## src/rtl/mmio_io_ctrl_pkg.sv

```systemverilog
// Shared address map and register decode for the MMIO I/O controller.
package mmio_io_ctrl_pkg;

  localparam logic [31:0] MMIO_UART_CTRL = 32'h8000_0000;
  localparam logic [31:0] MMIO_UART_RX   = 32'h8000_0004;
  localparam logic [31:0] MMIO_UART_TX   = 32'h8000_0008;
  localparam logic [31:0] MMIO_CYC_CNT   = 32'h8000_0010;
  localparam logic [31:0] MMIO_INST_CNT  = 32'h8000_0014;
  localparam logic [31:0] MMIO_CNT_RST   = 32'h8000_0018;

  typedef enum logic [2:0] {
    REG_NONE,
    REG_STATUS,
    REG_RX,
    REG_TX,
    REG_CYC,
    REG_INST,
    REG_CNT_RST
  } reg_sel_e;

  // Byte lanes are ignored: every register is a word.
  function automatic reg_sel_e decode(input logic [31:0] addr);
    logic [31:0] word;
    word = {addr[31:2], 2'b00};
    case (word)
      MMIO_UART_CTRL: return REG_STATUS;
      MMIO_UART_RX:   return REG_RX;
      MMIO_UART_TX:   return REG_TX;
      MMIO_CYC_CNT:   return REG_CYC;
      MMIO_INST_CNT:  return REG_INST;
      MMIO_CNT_RST:   return REG_CNT_RST;
      default:        return REG_NONE;
    endcase
  endfunction

endpackage

```

## src/rtl/mmio_io_ctrl_fifo.sv

```systemverilog
// Byte FIFO with extra-MSB pointers; head is presented combinationally.
module io_fifo #(
  parameter int DEPTH = 8,
  parameter int WIDTH = 8
) (
  input  logic             clk,
  input  logic             rst,
  input  logic             push,
  input  logic [WIDTH-1:0] din,
  input  logic             pop,
  output logic [WIDTH-1:0] dout,
  output logic             full,
  output logic             empty
);

  localparam int AW = $clog2(DEPTH);

  logic [AW:0]      wr_ptr;
  logic [AW:0]      rd_ptr;
  logic [WIDTH-1:0] mem [DEPTH];
  logic             do_push;
  logic             do_pop;

  assign empty   = (wr_ptr == rd_ptr);
  assign full    = (wr_ptr[AW] != rd_ptr[AW]) && (wr_ptr[AW-1:0] == rd_ptr[AW-1:0]);
  assign do_push = push && !full;
  assign do_pop  = pop && !empty;
  assign dout    = mem[rd_ptr[AW-1:0]];

  // NOTE: sequential state uses non-blocking assignments so every flop samples pre-edge values.
  always_ff @(posedge clk) begin
    if (rst) begin
      wr_ptr <= '0;
      rd_ptr <= '0;
    end else begin
      if (do_push) wr_ptr <= wr_ptr + 1'b1;
      if (do_pop)  rd_ptr <= rd_ptr + 1'b1;
    end
  end

  // NOTE: storage is not reset; empty pointers make stale entries unreachable.
  always_ff @(posedge clk) begin
    if (do_push) mem[wr_ptr[AW-1:0]] <= din;
  end

endmodule

```

## src/rtl/mmio_io_ctrl.sv

```systemverilog
// MMIO window decode, UART RX/TX buffering, cycle/instret counters, registered load data.
module mmio_io_ctrl
  import mmio_io_ctrl_pkg::*;
#(
  parameter int FIFO_DEPTH = 8,
  parameter int DWIDTH     = 32
) (
  input  logic              clk,
  input  logic              rst,
  input  logic [31:0]       addr,
  input  logic              re,
  input  logic              we,
  input  logic [DWIDTH-1:0] wdata,
  input  logic              inst_retired,
  output logic [DWIDTH-1:0] rdata,
  input  logic [7:0]        rx_data,
  input  logic              rx_valid,
  output logic              rx_ready,
  output logic [7:0]        tx_data,
  output logic              tx_valid,
  input  logic              tx_ready
);

  reg_sel_e          sel;
  logic              load;
  logic              cnt_clear;
  logic [31:0]       cyc_cnt;
  logic [31:0]       inst_cnt;
  logic [DWIDTH-1:0] rdata_next;

  logic       rx_full, rx_empty, rx_pop;
  logic [7:0] rx_head;
  logic       tx_full, tx_empty, tx_push;
  logic [7:0] tx_head;

  logic unused_bits;
  assign unused_bits = ^wdata[DWIDTH-1:8];

  assign sel       = decode(addr);
  // A simultaneous store wins: the load side is suppressed entirely.
  assign load      = re && !we;
  assign cnt_clear = we && (sel == REG_CNT_RST);
  assign rx_pop    = load && (sel == REG_RX);
  assign tx_push   = we && (sel == REG_TX);

  assign rx_ready = !rst && !rx_full;
  assign tx_valid = !tx_empty;
  assign tx_data  = tx_empty ? 8'h00 : tx_head;

  io_fifo #(.DEPTH(FIFO_DEPTH), .WIDTH(8)) u_rx_fifo (
    .clk   (clk),
    .rst   (rst),
    .push  (rx_valid && rx_ready),
    .din   (rx_data),
    .pop   (rx_pop),
    .dout  (rx_head),
    .full  (rx_full),
    .empty (rx_empty)
  );

  io_fifo #(.DEPTH(FIFO_DEPTH), .WIDTH(8)) u_tx_fifo (
    .clk   (clk),
    .rst   (rst),
    .push  (tx_push),
    .din   (wdata[7:0]),
    .pop   (tx_valid && tx_ready),
    .dout  (tx_head),
    .full  (tx_full),
    .empty (tx_empty)
  );

  // NOTE: a default assignment first keeps this block free of inferred latches.
  always_comb begin
    rdata_next = '0;
    if (load) begin
      unique case (sel)
        REG_STATUS: rdata_next = DWIDTH'({!rx_empty, !tx_full});
        REG_RX:     rdata_next = rx_empty ? '0 : DWIDTH'(rx_head);
        REG_CYC:    rdata_next = DWIDTH'(cyc_cnt);
        REG_INST:   rdata_next = DWIDTH'(inst_cnt);
        default:    rdata_next = '0;
      endcase
    end
  end

  always_ff @(posedge clk) begin
    if (rst) begin
      rdata    <= '0;
      cyc_cnt  <= '0;
      inst_cnt <= '0;
    end else begin
      rdata <= rdata_next;
      if (cnt_clear) begin
        cyc_cnt  <= '0;
        inst_cnt <= '0;
      end else begin
        cyc_cnt  <= cyc_cnt + 32'd1;
        inst_cnt <= inst_cnt + {31'd0, inst_retired};
      end
    end
  end

endmodule

```

## config.mk

```make
export PLATFORM = sky130hd
export DESIGN_NAME = mmio_io_ctrl
export DESIGN_NICKNAME = d
export VERILOG_FILES = /design/src/rtl/mmio_io_ctrl_pkg.sv /design/src/rtl/mmio_io_ctrl_fifo.sv /design/src/rtl/mmio_io_ctrl.sv
export SDC_FILE = /design/constraint.sdc
export NUM_CORES = 1
export LEC_CHECK = 0
export ABC_CLOCK_PERIOD_IN_PS = 2300
export BUFFER_PORTS_ARGS = -buffer_cell sky130_fd_sc_hd__buf_4
export CAP_MARGIN = 0
export CORE_UTILIZATION = 40
export DETAILED_ROUTE_END_ITERATION = 16
export PLACE_DENSITY_LB_ADDON = 0.25
export SETUP_SLACK_MARGIN = 0.4
export SLEW_MARGIN = 0
export SYNTH_ARGS = -nofsm -noshare
export SYNTH_HDL_FRONTEND = slang
export SYNTH_SLANG_ARGS = --single-unit
```

## constraint.sdc

```tcl
create_clock -name clk -period 2.3 [get_ports clk]
set_input_delay 0.23 -clock clk [delete_from_list [all_inputs] [get_ports clk]]
set_output_delay 0.23 -clock clk [all_outputs]
set_load 0.02 [all_outputs]
```

==> metrics.md, run 1 <==
| Metric | Value |
|---|---|
| DR DRC count | 0 |
| Number of synthesized register bits | 246 |
| GRT busiest layer | met2 |
| Data required time of the critical path | 2.07 ns |
| Worst vdd ir | 0.6352 mV |
| First-pass GRT wire length | about 35 mm |
| Post-synth top area cell | edfxtp_1 |
| Status | completed |
| Number of global-route vias before repair | approximately 6600 |
| Critical Path AT | around 2.0 ns |
| Design area | 12950 sq um |
| Die W | 160.8 um |
| Slowest library cell on the worst path | mux4_2 |
| Area of the mapped netlist | 10080 sq um |
| Starting Density | 41.09% |
| GR Overflow Total | 0 |
| GR Util met2 | 28.71% |
| Worst-Skew Late Latency | 0.53 ns |
| Share of layout cells above drive strength 1 | between 20 and 30% |
| FMAX | 449.0 MHz |
| Pre-antenna DRT Iters | 5 |
| Max-slew headroom | between 50% and 60% |
| Synth top area share | 38.13% |
| Fin crit period | 2.227 ns |
| Maximum number of pins on one net before global-route repair | 31 |
| Syn avg cell area | roughly 13 sq um |
| # setup viols final | 0 |
| Post-DP HPWL | about 14 mm |
| Flop-to-flop setup slack | 0.36 ns |
| Hold WC Path Type | input port to flip-flop |
| WHS | ~0.047 ns |
| Final Hold Fails | 0 |
| Critical path type | flip-flop to output pin |
| Initial antenna violation count | 0 |
| Crit-path max FO | 8 |
| Max incr delay on CP | 0.52 ns |
| Total CTS buffers | 27 |
| Vias per cell | 5.046 |
| Util after Layout | between 50% and 60% |
| Clock Tree Buf Depth | 3 |
| Placement Cell Area | ~12000 sq um |
| GP Congestion | 0.7449 |
| CP Cell Sequence | buf_12, mux4_2, mux2i_2, nor2_1, buf_4 |
| Reg clk slew, reported paths | 0.05 ns |
| Top Family by Delay on Critical Path | multiplexers |
| H-Tree Depth | 1 |
| Tcrit/Tclk final | 96.83% |
| Max-Cap Viols | 0 |
| Die Y | 160.8 um |
| Worst slew pin tran | 0.6162 ns |
| Total die area | 25840 sq um |
| I/O Pins | 121 |
| Met1 Track Usage GR | 22.89% |
| Antenna Violating Nets Remaining | 0 |
| Synthesized instance count | 790 |
| Main synth FF type | edfxtp_1 |
| Sequential element share of the synthesized area | 61.56% |
| CP startpoint kind | flip-flop |
| Final Skew | 0.01473 ns |
| Met3 Track Usage GR | 2.634% |
| RSZ-0062 raised after global routing | true |
| Antenna cell count | 0 |
| DRT Wirelength | ~22 mm |
| Critical Path End Type | output pin |
| Vias | 6530 |
| Initial DRC count | between 200 and 300 |
| Placeable Area | 24530 sq um |
| Ys async rst share | 0% |
| Drt wl/cell | 16.66 um |
| Placed Cells | 1218 |
| Post-synth EDFFs | 128 |
| Buffers added on ports | 94 |
| Finished Layout Cells | 1294 |
| Top cells by area, synth | edfxtp_1 (38%), dfxtp_1 (23%), mux4_2 (7.1%), nor2_1 (4.9%), xor2_1 (4.2%) |
| Pwr Total | roughly 8.9 mW |
| Total GRT Usage | roughly 17% |
| Clk sinks | 246 |
| Fin. max-slew vios | 0 |
| CTS root buf | clkbuf_16 |
| Site Rows | 57 |
| Syn Nets | ~900 |
| Crit path buffers/inverters | 2 |
| Nets | 1035 |
| CTS tree | built |
| Power per cell area | between 600 and 700 nW/um^2 |
| Lkg Pwr | 4.540 nW |
| Post-synth cell types | 50 |
| Yosys warns | 0 |
| Area Growth Syn to Fin | 28.46% |
## final timing paths
check / from / to / cells past startpoint
hold reg to reg: cyc_cnt[0] / cyc_cnt[0] / 1
hold / removal: tx_ready / flip-flop / 3
setup / recovery: flip-flop / tx_data[2] / 5
setup reg to reg: u_tx_fifo.rd_ptr[0] / u_tx_fifo.mem[0][2] / 7
## registers in the layout, summed over array words and instances (netlist names), named ones only
signal / cells
inst_cnt: 32
rdata: 32
cyc_cnt: 32
u_rx_fifo.rd_ptr: 4
u_tx_fifo.mem: 64
u_rx_fifo.wr_ptr: 4
u_tx_fifo.rd_ptr: 4
u_rx_fifo.mem: 64
u_tx_fifo.wr_ptr: 4
## logic make-up (layout without fill, tap and decap cells)
| logic type | count (synthesis) | in the layout | share of synthesized area (%) |
|---|---|---|---|
| AND/OR/NAND/NOR | 307 | 307 | 16.27 |
| XOR/XNOR | 71 | 71 | 6.168 |
| multiplexers | 54 | 54 | 9.458 |
| AO/OA/AOI/OAI | 58 | 58 | 3.761 |
| buffers and inverters | 47 | 227 | 1.911 |
| flip-flops | 246 | 246 | 61.56 |
| adder cells (fa/ha/maj) | 7 | 7 | 0.8688 |
## worst reg2reg max path: stages (launching register included)
cell and delay [ns]:
dfxtp_4 0.37, xnor2_4 0.15, buf_6 0.11, nand4_1 0.21, and4bb_2 0.36, nand2b_4 0.13, nor3_4 0.18, buf_12 0.16
## power breakdown
part / switching [mW] / total, mW / internal [mW]
logic: 0.157 / 0.303 / 0.146
clock network: 1.65 / 3.95 / 2.31
registers: 0.0234 / 4.66 / 4.63
## routing by layer
layer	share of wire (%)	routed length [um]
met1	44	9582
met2	49	10580
met3	4.5	963
met4	2.0	426
met5	0	0
## Yosys cell counts (15+ instances only)
master	instances
a21oi_1	15
a22oi_1	26
and3_1	16
clkbuf_1	18
dfxtp_1	118
edfxtp_1	128
mux4_2	32
nand2_1	32
nand3_1	32
nand4_1	24
nor2_1	131
xnor2_1	23
xor2_1	48
## what timing repair did
action                     in CTS  in global routing
setup endpoints to repair      10                100
gates cloned                    2                  0
resized for setup              22                 21
buffers inserted                2                  6
hold endpoints to repair      128                  0
pin swaps                       5                 11
hold buffers                   16                  0
## layout make-up
class                      count  area [sq um]
clock buffer                  36         719.4
clock inverter                14         100.1
fill                        2125         11580
inverter                      13         51.30
multi-input combinational    497          4009
sequential                   246          6232
tap                          324         405.4
timing repair buffer         164          1433
## stage by stage
| step | setup TNS [ns] | setup WS (ns) |
|---|---|---|
| floorplan | 0 | 0.3373 |
| global placement | 0 | 0.1634 |
| detailed placement | 0 | 0.1449 |
| CTS | 0 | 0.03907 |
| global route | -0.005471 | -0.005471 |
| finish | 0 | 0.07291 |
## cells in the final DEF, fill, tap and decap left out, types with 9 or more instances in the layout
| master | instances |
|---|---|
| dfxtp_1 | 107 |
| nand3_1 | 31 |
| nand2_1 | 30 |
| nand4_1 | 24 |
| inv_1 | 12 |
| mux4_2 | 32 |
| nor2b_1 | 9 |
| buf_12 | 10 |
| buf_4 | 131 |
| a22oi_1 | 26 |
| xnor2_1 | 17 |
| mux2i_1 | 11 |
| edfxtp_1 | 128 |
| xor2_1 | 46 |
| nor2_1 | 124 |
| a21oi_1 | 15 |
| dlygate4sd3_1 | 16 |
| clkbuf_16 | 27 |
| and3_1 | 16 |
(Power assumes the default switching activity.)
==> inputs of run 2 (changes only) <==
Settings changed: ABC_AREA set to 1.
==> run 2 against run 1 <==
Compared with the run above: core utilization is 1.4 points lower; sequential power about the same; hold slack gained 0.028 ns; area after synthesis increased by 12%; non-clock buffer count rose by 11; setup slack improved by 0.15 ns; final area is 9.9% higher; combinational power rose by 130%; first-iteration DRC count is 140% higher; largest cell class unchanged.
==> metrics.md, run 2 <==
| Metric | Value |
|---|---|
| Max incr delay on CP | 0.36 ns (-0.16 ns) |
| Top Family by Delay on Critical Path | compound AO/OA/AOI/OAI gates |
| FMAX | 481.3 MHz (+7.2%) |
| Fin. max-slew vios | 0 (unchanged) |
| CP Cell Sequence | xnor2_2, nand2_1, a21oi_4, nand2_4, o21ai_2, a31oi_1, buf_4 |
| Fin crit period | 2.078 ns (-0.1492 ns) |
| Vias per cell | 4.993 (-1.1%) |
| Antenna Violating Nets Remaining | 0 (unchanged) |
| Reg clk slew, reported paths | 0.06 ns (about the same) |
| Largest family of logic cells by synthesized area | simple AND/OR/NAND/NOR gates |
| Post-Synth Simple-Gate Area | 25.13% (+8.9 points) |
| Placeable Area | 27710 sq um (+13%) |
| Number of synthesized register bits | 246 (unchanged) |
| Starting Density | 40.63% (-0.46 points) |
| Most frequent cell after synthesis | nand2_1 |
| Worst slew pin tran | 0.4913 ns (-0.1249 ns) |
| Total CTS buffers | 26 (-3.7%) |
| GR Overflow Total | 0 (unchanged) |
| Final Skew | 0.01081 ns (-0.003913 ns) |
| Main synth FF type | edfxtp_1 |
| Critical Path End Type | output pin |
| Critical Path AT | 1.85 ns (-0.15 ns) |
| Post-Synth XOR/XNOR Area | 1.790% (-4.4 points) |
| Met3 WL post-DR | 1.682 mm (+75%) |
| Top cells by area, synth | edfxtp_1 (34%), dfxtp_1 (21%), nand2_1 (6.8%), nor2_1 (6.2%), inv_1 (4.6%) |
| Slowest library cell on the worst path | dfxtp_4 |
| CP startpoint kind | flip-flop |
| Pre-antenna DRT Iters | 5 (unchanged) |
| Status | completed |
| Mux contribution to synthesized area | 0% (-9.5 points) |
| Most frequent cells in the layout | nand2_1 (201), nor2_1 (178), buf_4 (137), inv_1 (131), edfxtp_1 (128) |
| Synth top area share | 34.15% (-4.0 points) |
| Pwr Total | 9.712 mW (+9.0%) |
| Die Y | 169.8 um (+5.6%) |
| Post-synth top area cell | edfxtp_1 |
| Maximum number of pins on one net before global-route repair | 65 (+110%) |
| First-pass GRT wire length | 44.73 mm (+29%) |
| Initial antenna violation count | 1 (+1) |
| Share of layout cells above drive strength 1 | 23.32% (-6.5 points) |
| Buffers added on ports | 94 (unchanged) |
| TNS Setup | 0 ns (unchanged) |
| Max layer used | met5 |
| Max-Cap Viols | 0 (unchanged) |
| Met2 wire len | 13.23 mm (+25%) |
| CTS root buf | clkbuf_16 |
| Post-synth cell types | 41 (-18%) |
| Commonest cells post-synth | nand2_1 (204), nor2_1 (186), inv_1 (139), edfxtp_1 (128), dfxtp_1 (118) |
| Total GRT Usage | 19.56% (+2.5 points) |
| GP Congestion | 0.9079 (+22%) |
| H-Tree Depth | 1 (unchanged) |
| CTS tree | built |
| Post-synth EDFFs | 128 (unchanged) |
| Initial DRC count | 688 (+140%) |
| Syn avg cell area | 8.835 sq um (-31%) |
| I/O Pins | 121 (unchanged) |
| Sequential element share of the synthesized area | 55.14% (-6.4 points) |
| Power per cell area | 682.2 nW/um^2 (-0.90%) |
| Area Growth Syn to Fin | 26.49% |
| Critical path type | flip-flop to output pin |
| Crit-path max FO | 5 (-3) |
| Die W | 169.8 um (+5.6%) |
| Syn Nets | 1360 (+55%) |
| # setup viols final | 0 (unchanged) |
| Drt wl/cell | 15.33 um (-8.0%) |
| Final Hold Fails | 0 (unchanged) |
| Yosys warns | 0 (unchanged) |
| Clk sinks | 246 (unchanged) |
| M1 WL | 12.66 mm (+32%) |
| Post-Synth Adder-Cell Area | 0.7781% (-0.091 points) |
| Number of global-route vias before repair | 8632 (+32%) |
| Max-slew headroom | 67.17% (+8.3 points) |
| Ys async rst share | 0% (unchanged) |
| Antenna cell count | 0 (unchanged) |
| Crit path buffers/inverters | 1 (-1) |
| Synthesized instance count | 1274 (+61%) |
| Post-DP HPWL | 19.80 mm (+39%) |
| DR DRC count | 0 (unchanged) |
| Lkg Pwr | 4.935 nW (+8.7%) |
| Leading cell type in the layout, fill and taps excluded | nand2_1 |
| DRT Wirelength | 28.21 mm (+31%) |
| Total die area | 28820 sq um (+12%) |
| Hold WC Path Type | input port to flip-flop |
| Nets | 1528 (+48%) |
| Data required time of the critical path | 2.07 ns (about the same) |
| Worst vdd ir | 0.6044 mV (-4.8%) |
| RSZ-0062 raised after global routing | true |
| Complex-gate fraction of the synthesized area | 10.56% (+6.8 points) |
| Clock Tree Buf Depth | 3 (unchanged) |
| Tcrit/Tclk final | 90.34% (-6.5 points) |
| Area of the mapped netlist | 11260 sq um (+12%) |
| Worst-Skew Late Latency | 0.53 ns (about the same) |
| Site Rows | 61 (+7.0%) |
| Vias | 9187 (+41%) |
[run 2: cell count changes after synthesis, moves of 25 or more]
cell | before | now
a21oi_1 | 15 | 62
a22oi_1 | 26 | 0
inv_1 | 13 | 139
mux4_2 | 32 | 0
nand2_1 | 32 | 204
nand3_1 | 32 | 57
nor2_1 | 131 | 186
nor3_1 | 10 | 36
o21ai_0 | 8 | 94
o22ai_1 | 0 | 44
xor2_1 | 48 | 16
[run 2: logic make-up after synthesis]
| family | after synthesis |
|---|---|
| compound gates | 222 |
| xor+xnor | 23 |
| fa+ha+maj | 7 |
| buf+inv | 184 |
| flops | 246 |
| simple gates | 592 |
[run 2: power by group]
group	internal (mW)	leakage [nW]	switching, mW
logic	0.309	2.40	0.390
registers	4.64	2.11	0.0250
clock network	2.63	0.424	1.72
[run 2: what timing repair did]
action | in CTS | in global routing
endpoints found under the setup margin | 103 | 154
hold buffers | 19 | 0
pin swaps | 8 | 11
cloned | 2 | 2
buffers inserted | 12 | 9
endpoints found under the hold margin | 141 | 0
gates resized for setup | 73 | 59
[run 2: cell type report]
type / count / area [sq um]
Clock buffer: 35 / 715.7
Inverter: 148 / 570.5
Sequential cell: 246 / 6241
Fill cell: 2546 / 13470
Clock inverter: 13 / 170.2
Tap cell: 378 / 473.0
Timing Repair Buffer: 175 / 1506
Multi-Input combinational cell: 845 / 4561
[run 2: tightest hold or removal path: stages]
cell,delay [ns]
buf_4,0.11
ha_4,0.12
inv_1,0.03
nor2_1,0.08
[run 2: worst paths after layout]
| kind | slack [ns] | cells after the start | end | startpoint |
|---|---|---|---|---|
| max | 0.22 | 7 | tx_data[7] | u_tx_fifo.wr_ptr[0] |
| min | 0.08 | 4 | inst_cnt[0] | inst_retired |
| max reg2reg | 0.33 | 10 | u_tx_fifo.mem[6][3] | u_tx_fifo.wr_ptr[2] |
| min reg2reg | 0.47 | 2 | cyc_cnt[27] | cyc_cnt[27] |
[run 2: per-layer routing]
metal | vias up | track usage (%)
li1 | 4639 | -
met1 | 4222 | 26.41
met2 | 274 | 32.64
met3 | 50 | 2.845
met4 | 2 | 5.366
met5 | - | 0
[run 2: through the flow]
| step | util, % | cells | hold slack (ns) | worst slack (ns) | instance area, sq um |
|---|---|---|---|---|---|
| after floorplan | - | 1274 | 0.2991 | 0.3839 | 11260 |
| after global placement | 45.34 | 1748 | 0.4477 | 0.1135 | 12560 |
| after detailed placement | 45.34 | 1748 | 0.4574 | 0.1138 | 12560 |
| after CTS | 50.39 | 1829 | 0.07079 | 0.1906 | 13960 |
| after global routing | 51.39 | 1840 | 0.1002 | 0.1427 | 14240 |
| final | 51.39 | 1840 | 0.07504 | 0.2222 | 14240 |
==> inputs of run 3 (changes only) <==
Settings changed: BUFFER_PORTS_ARGS -buffer_cell sky130_fd_sc_hd__buf_4 to unset, DONT_BUFFER_PORTS set to 1.
==> run 3 against run 2 <==
Compared with the run above: sequential share of layout area increased by 2.1 points; total power increased by 2.2%; critical path depth unchanged; core utilization decreased by 2.3 points; die area unchanged; combinational power decreased by 19%; critical path type unchanged; via count decreased by 3.8%; sequential cell count unchanged; first-iteration DRC count decreased by 6.5%; largest cell class unchanged.
==> metrics.md, run 3 (synthesis gave the netlist of run 2 again) <==
| Metric | Value |
|---|---|
| Status | completed |
| Critical Path End Type | output pin |
| Antenna cell count | 0 (unchanged) |
| Die Y | 169.8 um (unchanged) |
| Hold WC Path Type | input port to flip-flop |
| Area Growth Syn to Fin | 20.81% |
| Final Hold Fails | 0 (unchanged) |
| Share of layout cells above drive strength 1 | 18.25% (-5.1 points) |
| Max-slew headroom | 65.50% (-1.7 points) |
| Power per cell area | 729.7 nW/um^2 (+7.0%) |
| Placed Cells | 1666 (-4.7%) |
| Drt wl/cell | 15.96 um (+4.1%) |
| CP startpoint kind | flip-flop |
| Critical path type | flip-flop to output pin |
| DR DRC count | 0 (unchanged) |
| Hold path start | rx_valid |
| Vias per cell | 5.044 (+1.0%) |
| Reg2Reg Launch Point | u_tx_fifo.wr_ptr[0] |
| H-Tree Depth | 1 (unchanged) |
| Initial antenna violation count | 0 (-1) |
| Total die area | 28820 sq um (unchanged) |
| Leading cell type in the layout, fill and taps excluded | nand2_1 |
| FMAX | 462.9 MHz (-3.8%) |
| I/O Pins | 121 (unchanged) |
| Clk sinks | 246 (unchanged) |
| GR Overflow Total | 0 (unchanged) |
| Placeable Area | 27710 sq um (unchanged) |
| CTS tree | built |
| RSZ-0062 raised after global routing | true |
| GP Congestion | 0.8987 (-1.0%) |
| Vias | 8842 (-3.8%) |
| Maximum number of pins on one net before global-route repair | 65 (unchanged) |
| Most frequent cells in the layout | nand2_1 (200), nor2_1 (177), inv_1 (132), edfxtp_1 (128), dfxtp_1 (106) |
| Starting Density | 40.63% (unchanged) |
| Pre-antenna DRT Iters | 5 (unchanged) |
| Worst vdd ir | 0.5729 mV (-5.2%) |
| Fin. max-slew vios | 0 (unchanged) |
| Worst-Skew Late Latency | 0.54 ns (about the same) |
| Nets | 1439 (-5.8%) |
| Lkg Pwr | 4.523 nW (-8.4%) |
| Initial DRC count | 643 (-6.5%) |
| Total CTS buffers | 28 (+7.7%) |
| TNS Setup | 0 ns (unchanged) |
| Site Rows | 61 (unchanged) |
| Post-DP HPWL | 19.64 mm (-0.79%) |
| Final Skew | 0.01185 ns (+0.001041 ns) |
| Finished Layout Cells | 1753 (-4.7%) |
| Max-Cap Viols | 0 (unchanged) |
| Tcrit/Tclk final | 93.92% (+3.6 points) |
| Clock Tree Buf Depth | 3 (unchanged) |
| # setup viols final | 0 (unchanged) |
| Antenna Violating Nets Remaining | 0 (unchanged) |
| Fin crit period | 2.160 ns (+0.08231 ns) |
| Crit-path max FO | 6 (+1) |
| Die W | 169.8 um (unchanged) |
| First-pass GRT wire length | 44.35 mm (-0.85%) |
| Total GRT Usage | 19.60% (+0.032 points) |
| Critical Path AT | 1.93 ns (+0.08 ns) |
| Number of global-route vias before repair | 8390 (-2.8%) |
| Worst slew pin tran | 0.5158 ns (+0.02448 ns) |
| Crit. Startpoint | u_tx_fifo.wr_ptr[0] |
| Data required time of the critical path | 2.07 ns (about the same) |
| CTS root buf | clkbuf_16 |
| Reg clk slew, reported paths | 0.06 ns (about the same) |
| DRT Wirelength | 27.98 mm (-0.84%) |
| Buffers added on ports | 0 (-100%) |
==> run 3: cell types whose count changed in the layout (fill, tap and decap cells not counted), moves of 4 or more <==
| cell | delta |
|---|---|
| o21ai_0 | +19 |
| clkbuf_1 | -5 |
| o21ai_2 | -11 |
| buf_4 | -86 |
| clkinv_2 | +4 |
| o21ai_1 | -10 |
==> run 3: power by group <==
group          switching, mW  internal, mW
registers             0.0236          4.64
logic                  0.357         0.211
clock network           1.83          2.86
total                   2.21          7.71
==> run 3: timing repair <==
action                                 CTS  global route
setup endpoints to repair               37           152
gates resized for setup                 56            51
gates cloned                             1             0
hold buffers                            20             0
setup buffers                            8             6
endpoints found under the hold margin  144             0
pin swaps                                8            11
==> run 3: cell type report <==
| type | instances | area (sq um) |
|---|---|---|
| fill | 2615 | 14110 |
| sequential | 246 | 6241 |
| inverter | 148 | 565.5 |
| clock inverter | 20 | 249.0 |
| multi-input combinational | 845 | 4569 |
| timing repair buffer | 84 | 764.5 |
| clock buffer | 32 | 735.7 |
| tap | 378 | 473.0 |
==> run 3: worst paths after layout <==
check                         to  slack (ns)  depth (start not counted)
max                   tx_data[6]        0.14                          7
min          u_rx_fifo.wr_ptr[2]        0.01                          4
max reg2reg  u_tx_fifo.mem[2][5]        0.52                          9
min reg2reg         inst_cnt[31]        0.46                          2
==> run 3: critical path, cell delays in order, from the launching register on <==
cell and delay (ns):
dfxtp_4 0.35, xnor2_2 0.16, nand2_2 0.09, a21oi_4 0.27, nand2_8 0.16, o21ai_4 0.10
a31oi_2 0.06, buf_4 0.19
==> run 3: routing by layer <==
layer,up-vias,track usage [%],wire (um)
met5,-,0,0
met4,0,5.484,665
met3,43,2.868,1641
met2,245,33.36,13310
met1,4086,25.84,12370
li1,4468,-,-
==> run 3: stage by stage <==
stage	util [%]	cell area [sq um]	hold WS, ns	setup slack, ns	total power [mW]
floorplan	-	11260	0.2991	0.3839	5.022
global route	49.08	13600	0.03243	0.04843	10.28
finish	49.08	13600	0.01236	0.1398	9.923
global placement	43.16	11960	0.3042	0.2691	5.152
detailed placement	43.16	11960	0.3050	0.2506	5.157
CTS	48.27	13370	0.007764	0.1583	10.01
